### src/rtl/unit_arbiter.sv
// unit_arbiter: round-robin front end that shares one multi-cycle functional
// unit between NREQ requesters. One transaction is in flight at a time; a
// watchdog turns a hung unit into an error response.
module unit_arbiter #(
  parameter int unsigned NREQ    = 2,
  parameter int unsigned WIDTH   = 32,
  parameter int unsigned TIMEOUT = 64
) (
  input  logic                  clk,
  input  logic                  reset,
  input  logic [NREQ-1:0]       req_valid,
  output logic [NREQ-1:0]       req_ready,
  input  logic [NREQ*WIDTH-1:0] req_data,
  output logic [NREQ-1:0]       rsp_valid,
  input  logic [NREQ-1:0]       rsp_ready,
  output logic [WIDTH-1:0]      rsp_data,
  output logic                  rsp_error,
  output logic                  unit_input_valid,
  input  logic                  unit_ready,
  output logic [WIDTH-1:0]      unit_data,
  input  logic                  unit_valid,
  input  logic [WIDTH-1:0]      unit_result,
  output logic                  unit_output_ready
);

  localparam int unsigned IDXW = (NREQ > 1) ? $clog2(NREQ) : 1;
  localparam int unsigned CNTW = (TIMEOUT > 2) ? $clog2(TIMEOUT) : 1;
  localparam bit          TO_EN = (TIMEOUT != 0);
  localparam logic [CNTW-1:0] CNT_LAST = CNTW'((TIMEOUT == 0) ? 0 : TIMEOUT - 1);
  localparam logic [IDXW-1:0] PTR_RST  = IDXW'(NREQ - 1);

  typedef enum logic [1:0] {
    ST_IDLE,
    ST_ISSUE,
    ST_WAIT,
    ST_RESPOND
  } state_e;

  state_e            state_q, state_d;
  logic [IDXW-1:0]   ptr_q, ptr_d;
  logic [IDXW-1:0]   owner_q, owner_d;
  logic [WIDTH-1:0]  operand_q, operand_d;
  logic [WIDTH-1:0]  result_q, result_d;
  logic              err_q, err_d;
  logic [CNTW-1:0]   cnt_q, cnt_d;

  logic [WIDTH-1:0]  req_word [NREQ];
  logic              grant_found;
  logic [IDXW-1:0]   grant_idx;
  int unsigned       cand;

  // Unpack the flat operand bus into one word per requester.
  for (genvar g = 0; g < NREQ; g++) begin : g_unpack
    assign req_word[g] = req_data[g*WIDTH +: WIDTH];
  end

  // Round-robin pick: first valid requester scanning from ptr+1 upward.
  always_comb begin
    grant_found = 1'b0;
    grant_idx   = '0;
    cand        = 0;
    for (int unsigned k = 1; k <= NREQ; k++) begin
      cand = (32'(ptr_q) + k) % NREQ;
      if (!grant_found && req_valid[IDXW'(cand)]) begin
        grant_found = 1'b1;
        grant_idx   = IDXW'(cand);
      end
    end
  end

  // State and datapath registers; reset abandons any transaction in flight.
  always_ff @(posedge clk or posedge reset) begin
    if (reset) begin
      state_q   <= ST_IDLE;
      ptr_q     <= PTR_RST;
      owner_q   <= '0;
      operand_q <= '0;
      result_q  <= '0;
      err_q     <= 1'b0;
      cnt_q     <= '0;
    end else begin
      state_q   <= state_d;
      ptr_q     <= ptr_d;
      owner_q   <= owner_d;
      operand_q <= operand_d;
      result_q  <= result_d;
      err_q     <= err_d;
      cnt_q     <= cnt_d;
    end
  end

  // Next-state logic: accept, issue, wait (with watchdog), respond.
  always_comb begin
    state_d   = state_q;
    ptr_d     = ptr_q;
    owner_d   = owner_q;
    operand_d = operand_q;
    result_d  = result_q;
    err_d     = err_q;
    cnt_d     = cnt_q;
    unique case (state_q)
      ST_IDLE: begin
        if (grant_found) begin
          operand_d = req_word[grant_idx];
          owner_d   = grant_idx;
          state_d   = ST_ISSUE;
        end
      end
      ST_ISSUE: begin
        if (unit_ready) begin
          cnt_d   = '0;
          state_d = ST_WAIT;
        end
      end
      ST_WAIT: begin
        // A result arriving in the expiry cycle takes priority over the error.
        if (unit_valid) begin
          result_d = unit_result;
          err_d    = 1'b0;
          state_d  = ST_RESPOND;
        end else if (TO_EN && (cnt_q == CNT_LAST)) begin
          result_d = '0;
          err_d    = 1'b1;
          state_d  = ST_RESPOND;
        end else begin
          cnt_d = cnt_q + CNTW'(1);
        end
      end
      ST_RESPOND: begin
        if (rsp_ready[owner_q]) begin
          ptr_d   = owner_q;
          state_d = ST_IDLE;
        end
      end
      default: state_d = ST_IDLE;
    endcase
  end

  // Request accept strobe: the only output that looks at live inputs.
  always_comb begin
    req_ready = '0;
    if ((state_q == ST_IDLE) && grant_found) begin
      req_ready[grant_idx] = 1'b1;
    end
  end

  // Response strobe, one-hot to the transaction owner.
  always_comb begin
    rsp_valid = '0;
    if (state_q == ST_RESPOND) begin
      rsp_valid[owner_q] = 1'b1;
    end
  end

  assign rsp_data          = (state_q == ST_RESPOND) ? result_q : '0;
  assign rsp_error         = (state_q == ST_RESPOND) && err_q;
  assign unit_input_valid  = (state_q == ST_ISSUE);
  assign unit_data         = (state_q == ST_ISSUE) ? operand_q : '0;
  assign unit_output_ready = (state_q == ST_WAIT);

endmodule

### config.mk
export PLATFORM = sky130hd
export DESIGN_NAME = unit_arbiter
export DESIGN_NICKNAME = d
export VERILOG_FILES = /design/src/rtl/unit_arbiter.sv
export SDC_FILE = /design/constraint.sdc
export NUM_CORES = 1
export LEC_CHECK = 0
export CAP_MARGIN = 30
export CORE_AREA = 3 3 112 82
export DETAILED_ROUTE_END_ITERATION = 7
export DIE_AREA = 0 0 115 85
export PLACE_DENSITY = 0.95
export RECOVER_POWER = 100
export SLEW_MARGIN = 0
export SYNTH_ARGS = -nofsm -noshare
export SYNTH_HDL_FRONTEND = slang
export SYNTH_SLANG_ARGS = --single-unit
### constraint.sdc
create_clock -name clk -period 4.2 [get_ports clk]
set_clock_uncertainty 0.1 [all_clocks]
set_input_delay 0.63 -clock clk [delete_from_list [all_inputs] [get_ports clk]]
set_output_delay 0.63 -clock clk [all_outputs]
set_load 0.01 [all_outputs]
==> flow_summary.toml, run 1 <==
[critical_path]
reg2reg_from = "state_q[0]"
worstPathArrival_ns = 3.11
cp-start-kind = "input pin"
crit_path_end_kind = "flip-flop"
crit_path_max_fanout = 33
path_class = "input pin to flip-flop"
setup.worst_path.start = "req_valid[1]"
crit_required_ns = 4.35

[global_routing]
antenna_found_initial = 0
grt_pass1_wl_mm = 17.0
grt_max_degree = 41
grt_pass1_vias = 3422
grt.overflow.total = 0
grt_usage = 0.217

[cells_and_area]
fillers = 624
seq_area_um2 = 1880
area_growth_pct = 58.5
drive_gt1_frac = 0.0685
final_core_util = 0.687
antenna_cells = 0
nNetsFinal = 601
multi_input_area_um2 = 1410

[yosys]
ys_seq_area_frac = 0.524
synth_nets = 432
synth_top_cell_area_share = 0.517
synth_area_per_cell_um2 = 11.1
syn_area_um2 = 3580
yosysTopAreaCell = "dfrtp_1"
ys_ff_latch = 75
synth_edf_count = 0
synth_ff_type = "dfrtp_1"
synth_cells = 322
synthTopCellsByArea = "dfrtp_1, and2_1, a222oi_1, a22o_1, inv_1"
yosys.cell_types.count = 40
yosysMostFrequentCell = "dfrtp_1"
yosys_warnings = 0
synthArstFlopShare = 1.00
synth_commonest_cells = "dfrtp_1, and2_1, inv_1, a22o_1, a222oi_1"

[clocking]
tritoncts = "yes"
ctsHoldBuffers = 0
clkTransAtPathRegs_ns = 0.06
clk_latency_ns = 0.32
clockBufferDepth = 2
cts_resized = 0
h-tree-depth = 3
post_cts_buffers = 0
cts_sinks = 75
cts_made_buffers = 9
cts_root_buf = "clkbuf_16"

[hold_path]
holdCritPathClass = "flip-flop to flip-flop"
worstHoldStart = "operand_q[23]"

[sta]
slew_headroom = -0.0227
worst_slew_pin_slew_ns = 1.53
period_minus_slack_ns = 2.96
setup_viol = 0
finalCritPeriodShare = 0.705
rsz0062_at_grt = "false"
slew_viol_final = 71
setup-tns-final_ns = 0
hold_viol_final = 0
fmax_mhz = 338

[status]
status = "finished with violations"
violations = "capacitance limit, slew limit"

[power_and_ir_drop]
intPower_mw = 2.33
p_clk_frac = 0.199
ir_drop_v = 0.000329
switching_share = 0.346
p_leak_nw = 2.77
switching_power_mw = 1.23
powerDensity_nw_per_um2 = 626
p_comb_frac = 0.449
p_total_mw = 3.55
p_seq_frac = 0.352

[job]
drv_cap = 2

[floorplanning]
die_area_um2 = 9780
core-area_um2 = 8270
num_rows = 28
die_y_um = 85
start_util = 0.433
ios = 175
die_w_um = 115

[drt]
drtPass1Iterations = 6
wire_per_inst_um = 17.6
drcViolationCount = 0
drt-initial-drc-count = 281
ant_nets = 0
via_count = 3227
finalWirelength_mm = 10.6
viasPerCell = 5.37

[placed_design]
gp_congestion = 0.784
io_buffers = 174
dp_hpwl_mm = 7.74
-- layer usage --
layer / global-route usage / share of wire / up-vias
met2: 0.379 / 0.50 / 120
met3: 0.0478 / 0.058 / 25
met1: 0.267 / 0.42 / 1586
met4: 0.0693 / 0.024 / 0
met5: 0 / 0 / -
li1: - / - / 1496
-- worst max-delay path, cell delays in order --
cell	delay, ns
dlygate4sd3_1	0.65
nand2_1	0.09
a21oi_1	0.21
clkbuf_1	1.14
a222oi_1	0.25
inv_1	0.13
-- state kept, by name (all words and copies together), names as in the netlist --
name and cells:
cnt_q 6, state_q 2, result_q 32, err_q 1, operand_q 32, owner_q 1, ptr_q 1
-- cells in the final DEF (no fill, tap or decap), types with 6 or more instances in the layout --
cell / n
a222oi_1: 32
clkbuf_16: 10
dfrtp_1: 74
and2_1: 56
nor2_1: 7
inv_1: 37
dlygate4sd3_1: 63
ha_1: 6
and2_0: 10
a22o_1: 33
clkdlybuf4s50_1: 111
-- cell type report --
cell class / count / share of cell area
Clock buffer: 10 / 0.0421
Clock inverter: 6 / 0.00705
Inverter: 38 / 0.0253
Multi-Input combinational cell: 185 / 0.248
Sequential cell: 75 / 0.331
Tap cell: 105 / 0.0231
Timing Repair Buffer: 182 / 0.323
-- power groups by stage --
stage | clock network, mW | registers [mW] | logic (mW)
floorplan | 0 | 1.19 | 0.987
global placement | 0 | 1.23 | 1.57
detailed placement | 0 | 1.25 | 1.67
CTS | 0.729 | 1.25 | 1.68
global route | 0.755 | 1.29 | 1.76
finish | 0.709 | 1.25 | 1.60
-- cells by family after synthesis --
| family | Yosys count | share of synthesized area |
|---|---|---|
| AOI/OAI and AO/OA | 84 | 0.212 |
| DFF | 75 | 0.524 |
| buffers and inverters | 62 | 0.0747 |
| and+or+nand+nor | 91 | 0.155 |
| adders and majority gates | 6 | 0.0210 |
| muxes | 4 | 0.0133 |
-- per-stage QoR --
step	area [um2]	hold WS (ns)	cells	setup WS, ns
global route	5680	0.404	601	0.903
finish	5680	0.377	601	1.24
CTS	5690	0.383	600	0.993
detailed placement	5420	0.371	584	1.33
global placement	5370	0.366	582	1.33
floorplan	3580	0.351	322	1.56
-- final timing paths --
check | endpoint | slack [ns] | cells past startpoint
worst max register to register | operand_q[28] | 1.38 | 7
max in group asynchronous | result_q[18] | 1.36 | 3
worst min register to register | operand_q[23] | 0.38 | 2
worst min-delay path | operand_q[23] | 0.38 | 2
worst max-delay path | operand_q[28] | 1.24 | 6
min in group asynchronous | result_q[14] | 1.01 | 2
No activity file was read; power rests on OpenSTA's default activity.
==> inputs of run 2 (changes only) <==
--- a/config.mk
+++ b/config.mk
@@ -6,10 +6,10 @@
 export NUM_CORES = 1
 export LEC_CHECK = 0
 export CAP_MARGIN = 30
-export CORE_AREA = 3 3 112 82
+export CORE_AREA = 3 3 122 89
 export DETAILED_ROUTE_END_ITERATION = 7
-export DIE_AREA = 0 0 115 85
-export PLACE_DENSITY = 0.95
+export DIE_AREA = 0 0 125 92
+export PLACE_DENSITY = 0.86
 export RECOVER_POWER = 100
 export SLEW_MARGIN = 0
 export SYNTH_ARGS = -nofsm -noshare
==> constraint.sdc (replaced) <==
create_clock -name clk -period 2.4 [get_ports clk]
set_clock_uncertainty 0.1 [all_clocks]
set_input_delay 0.36 -clock clk [delete_from_list [all_inputs] [get_ports clk]]
set_output_delay 0.36 -clock clk [all_outputs]
set_load 0.01 [all_outputs]
==> run 2 against run 1 <==
The flow now finishes without violations; sequential power up 75%; critical path depth down 1; die area up 18%; hold slack better by 0.0087 ns; critical path type is now flip-flop to output port; highest routed layer unchanged.
==> flow_summary.toml, run 2 (same netlist as run 1, synthesis figures left out) <==
[sta]
period_minus_slack_ns = 2.34
setup-tns-final_ns = 0
slew_headroom = 0.275
rsz0062_at_grt = "false"
finalCritPeriodShare = 0.975
fmax_mhz = 427
setup_viol = 0
worst_slew_pin_slew_ns = 1.08
slew_viol_final = 0
hold_viol_final = 0

[critical_path]
reg2reg_from = "state_q[0]"
setup.worst_path.start = "state_q[1]"
slowest_stage = "clkdlybuf4s50_1"
slowest_delay_ns = 0.53
critPathTopFamily = "buffers and inverters"
worstPathCellList = "inv_2 -> ha_4 -> buf_6 -> and2_1 -> clkdlybuf4s50_1"
crit_path_end_kind = "output port"
rr_endpoint = "operand_q[17]"
crit_path_max_fanout = 13
crit_required_ns = 1.94
worstPathArrival_ns = 1.88
path_class = "flip-flop to output port"
rrSetupSlack_ns = 0.22
ff2ff_path_depth = 7
crit_buf_inv = 3
cp-start-kind = "flip-flop"

[power_and_ir_drop]
p_leak_nw = 2.62
p_total_mw = 6.45
powerDensity_nw_per_um2 = 1120
ir_drop_v = 0.000634

[global_routing]
grt_max_degree = 76
grt.overflow.total = 0
met2_usage = 0.297
grt_pass1_wl_mm = 17.1
busiest_layer = "met2"
grt_usage = 0.183
grt_use_met1 = 0.247
antenna_found_initial = 0
grt_pass1_vias = 3234
grtUsageMet3 = 0.0524

[floorplanning]
die_area_um2 = 11500
num_rows = 30
ios = 175
start_util = 0.370
die_y_um = 92
die_w_um = 125
core-area_um2 = 9680

[cells_and_area]
fillers = 805
largest_registers = "operand_q: 32 flops, result_q: 32 flops, cnt_q: 6 flops"
antenna_cells = 0
final_common_cell = "clkdlybuf4s50_1"
mostFrequentLayoutCells = "clkdlybuf4s50_1, dfrtp_1, and2_1"
drive_gt1_frac = 0.0916
area_growth_pct = 61.4
nNetsFinal = 607

[clocking]
tritoncts = "yes"
cts_root_buf = "clkbuf_16"
clk_latency_ns = 0.32
cts_sinks = 75
clkTransAtPathRegs_ns = 0.06
clockBufferDepth = 2
h-tree-depth = 3
cts_made_buffers = 9
post_cts_buffers = 0

[drt]
drtPass1Iterations = 6
finalWirelength_mm = 10.6
via_count = 3243
ant_nets = 0
drt-initial-drc-count = 312
viasPerCell = 5.15
drcViolationCount = 0
wire_per_inst_um = 16.8

[hold_path]
worstHoldStart = "operand_q[12]"
min_path_cells = 2
min_to = "operand_q[12]"
holdCritPathClass = "flip-flop to flip-flop"

[placed_design]
gp_congestion = 0.838
io_buffers = 174
dp_hpwl_mm = 7.63

[job]
drv_cap = 0

[status]
status = "complete, no violations"
-- run 2: cell type report --
type,count,area [um2],area share
Tap cell,128,160,0.0277
Timing Repair Buffer,188,1870,0.323
Multi-Input combinational cell,185,1440,0.249
Clock buffer,10,229,0.0396
Clock inverter,6,66.3,0.0115
Inverter,38,143,0.0247
Sequential cell,75,1880,0.325
-- run 2: worst register-to-register path, stage by stage (launching register included) --
cell and delay (ns):
dfrtp_1 0.41, inv_1 0.11, ha_1 0.27, nand2_1 0.10, a21oi_2 0.06, clkbuf_2 0.42
a222oi_1 0.50, inv_1 0.09
-- run 2: where the power goes --
group / switching [mW] / internal [mW] / total, mW
clock: 0.504 / 0.804 / 1.31
combinational: 1.34 / 1.61 / 2.95
sequential: 0.332 / 1.85 / 2.19
-- run 2: layer usage --
metal  vias up  share of wire
li1       1504              -
met5         -              0
met1      1576           0.43
met2       149           0.49
met3        14          0.065
met4         0          0.010
-- run 2: worst max-delay path by stage --
stage | to | slack (ns) | cells past startpoint
6_report | unit_data[24] | 0.06 | 5
5_1_grt | unit_data[13] | 0.002 | 5
4_1_cts | unit_data[8] | 0.04 | 5
3_5_place_dp | req_ready[1] | 0.15 | 5
3_3_place_gp | owner_q | 0.09 | 4
2_1_floorplan | cnt_q[0] | 0.03 | 1
-- run 2: stage by stage --
step                instance area, um2  hold slack [ns]  std cells  setup WS (ns)   util
global route                      5780            0.407        630        0.00181  0.597
floorplan                         3580            0.351        322         0.0317      -
CTS                               5810            0.377        630         0.0369  0.600
finish                            5780            0.386        630         0.0592  0.597
global placement                  5480            0.366        612         0.0923  0.566
detailed placement                5490            0.372        613          0.149  0.567
-- run 2: timing repair --
| item | in CTS | in global routing |
|---|---|---|
| endpoints found under the setup margin | 26 | 30 |
| hold buffers | 0 | 0 |
| gates cloned | 1 | 0 |
| gates resized for setup | 9 | 13 |
==> inputs of run 3 (changes only) <==
--- a/config.mk
+++ b/config.mk
@@ -7,6 +7,7 @@
 export LEC_CHECK = 0
 export CAP_MARGIN = 30
 export CORE_AREA = 3 3 122 89
+export CTS_BUF_LIST = sky130_fd_sc_hd__clkbuf_16
 export DETAILED_ROUTE_END_ITERATION = 7
 export DIE_AREA = 0 0 125 92
 export PLACE_DENSITY = 0.86
==> run 3 against run 2 <==
Hold slack about the same; first-iteration DRC count unchanged; sequential share of layout area unchanged; clock-buffer cell count down 1; non-clock buffer count unchanged; worst setup slack worse by 0.0016 ns; cell count unchanged; power about the same; critical endpoint unchanged; largest power group unchanged.
==> flow_summary.toml, run 3 (same netlist as run 1, synthesis figures left out) <==
[cells_and_area]
mostFrequentLayoutCells = "clkdlybuf4s50_1, dfrtp_1, and2_1"
area_growth_pct = 61.4
final_common_cell = "clkdlybuf4s50_1"
final_core_util = 0.597
antenna_cells = 0
fillers = 805
drive_gt1_frac = 0.0916
nNetsFinal = 607
seq_area_um2 = 1880
multi_input_area_um2 = 1440
largest_registers = "operand_q: 32 flops, result_q: 32 flops, cnt_q: 6 flops"

[clocking]
cts_root_buf = "clkbuf_16"
clk_latency_ns = 0.32
tritoncts = "yes"
post_cts_buffers = 0
clockBufferDepth = 2
cts_sinks = 75
cts_made_buffers = 9
h-tree-depth = 3
clkTransAtPathRegs_ns = 0.06

[critical_path]
crit_path_max_fanout = 13
crit_required_ns = 1.94
rrSetupSlack_ns = 0.22
rr_endpoint = "operand_q[17]"
crit_path_end_kind = "output port"
path_class = "flip-flop to output port"
worstPathArrival_ns = 1.88
reg2reg_from = "state_q[0]"
ff2ff_path_depth = 7
cp-start-kind = "flip-flop"

[sta]
slew_viol_final = 0
rsz0062_at_grt = "false"
period_minus_slack_ns = 2.34
worst_slew_pin_slew_ns = 1.10
hold_viol_final = 0
setup-tns-final_ns = 0
fmax_mhz = 427
finalCritPeriodShare = 0.976
slew_headroom = 0.264
setup_viol = 0

[hold_path]
min_path_cells = 2
worstHoldStart = "operand_q[12]"
holdCritPathClass = "flip-flop to flip-flop"
min_to = "operand_q[12]"

[job]
drv_cap = 0

[drt]
drtPass1Iterations = 7
via_count = 3248
ant_nets = 0
finalWirelength_mm = 10.6
viasPerCell = 5.16
wire_per_inst_um = 16.8
drt-initial-drc-count = 312
drcViolationCount = 0

[power_and_ir_drop]
powerDensity_nw_per_um2 = 1110
ir_drop_v = 0.000635
p_leak_nw = 2.63

[placed_design]
gp_congestion = 0.838
io_buffers = 174
dp_hpwl_mm = 7.63

[global_routing]
grt_pass1_wl_mm = 17.1
grt_max_degree = 76
grt.overflow.total = 0
grt_usage = 0.183
antenna_found_initial = 0
grt_pass1_vias = 3234

[floorplanning]
core-area_um2 = 9680
ios = 175
start_util = 0.370
die_y_um = 92
num_rows = 30
die_area_um2 = 11500
die_w_um = 125

[status]
status = "complete, no violations"
[run 3: worst max path at each step]
stage	start	to	slack (ns)	cells past startpoint
final	state_q[1]	unit_data[24]	0.06	5
after global routing	state_q[1]	unit_data[13]	0.002	5
after CTS	state_q[1]	unit_data[8]	0.04	5
after detailed placement	req_valid[1]	req_ready[1]	0.15	5
after global placement	req_valid[1]	owner_q	0.09	4
after floorplan	reset	cnt_q[0]	0.03	1
[run 3: what timing repair did]
action	4_1_cts	5_1_grt
gates cloned	1	0
setup endpoints to repair	26	30
hold endpoints to repair	0	0
resized for setup	9	13
hold buffers	0	0
[run 3: worst max-delay path, stage by stage, from the launching register on]
cell,delay (ns)
dfrtp_2,0.44
inv_2,0.10
ha_4,0.18
buf_6,0.15
and2_1,0.15
clkdlybuf4s50_1,0.53
[run 3: final cells by class]
cell class | count | area share
sequential | 75 | 0.325
timing repair buffer | 188 | 0.323
multi-input combinational | 185 | 0.249
clock buffer | 9 | 0.0389
tap | 128 | 0.0277
inverter | 38 | 0.0247
clock inverter | 7 | 0.0121
[run 3: routing by layer]
metal / track usage / part of all wire / vias up
met5: 0 / 0 / -
met4: 0.0361 / 0.010 / 0
met3: 0.0524 / 0.065 / 14
met2: 0.297 / 0.49 / 141
met1: 0.247 / 0.43 / 1588
li1: - / - / 1505
[run 3: power by group]
| group | internal, mW | switching [mW] | total [mW] |
|---|---|---|---|
| combinational | 1.61 | 1.34 | 2.95 |
| sequential | 1.85 | 0.332 | 2.19 |
| clock | 0.800 | 0.508 | 1.31 |
[run 3: metrics by stage]
stage	cells	power (mW)	setup slack (ns)	hold slack [ns]	cell area (um2)
2_1_floorplan	322	3.81	0.0317	0.351	3580
3_3_place_gp	612	5.02	0.0923	0.366	5480
3_5_place_dp	613	5.16	0.149	0.372	5490
4_1_cts	630	6.55	0.0369	0.377	5810
5_1_grt	630	6.92	0.00181	0.407	5780
6_report	630	6.45	0.0577	0.386	5780
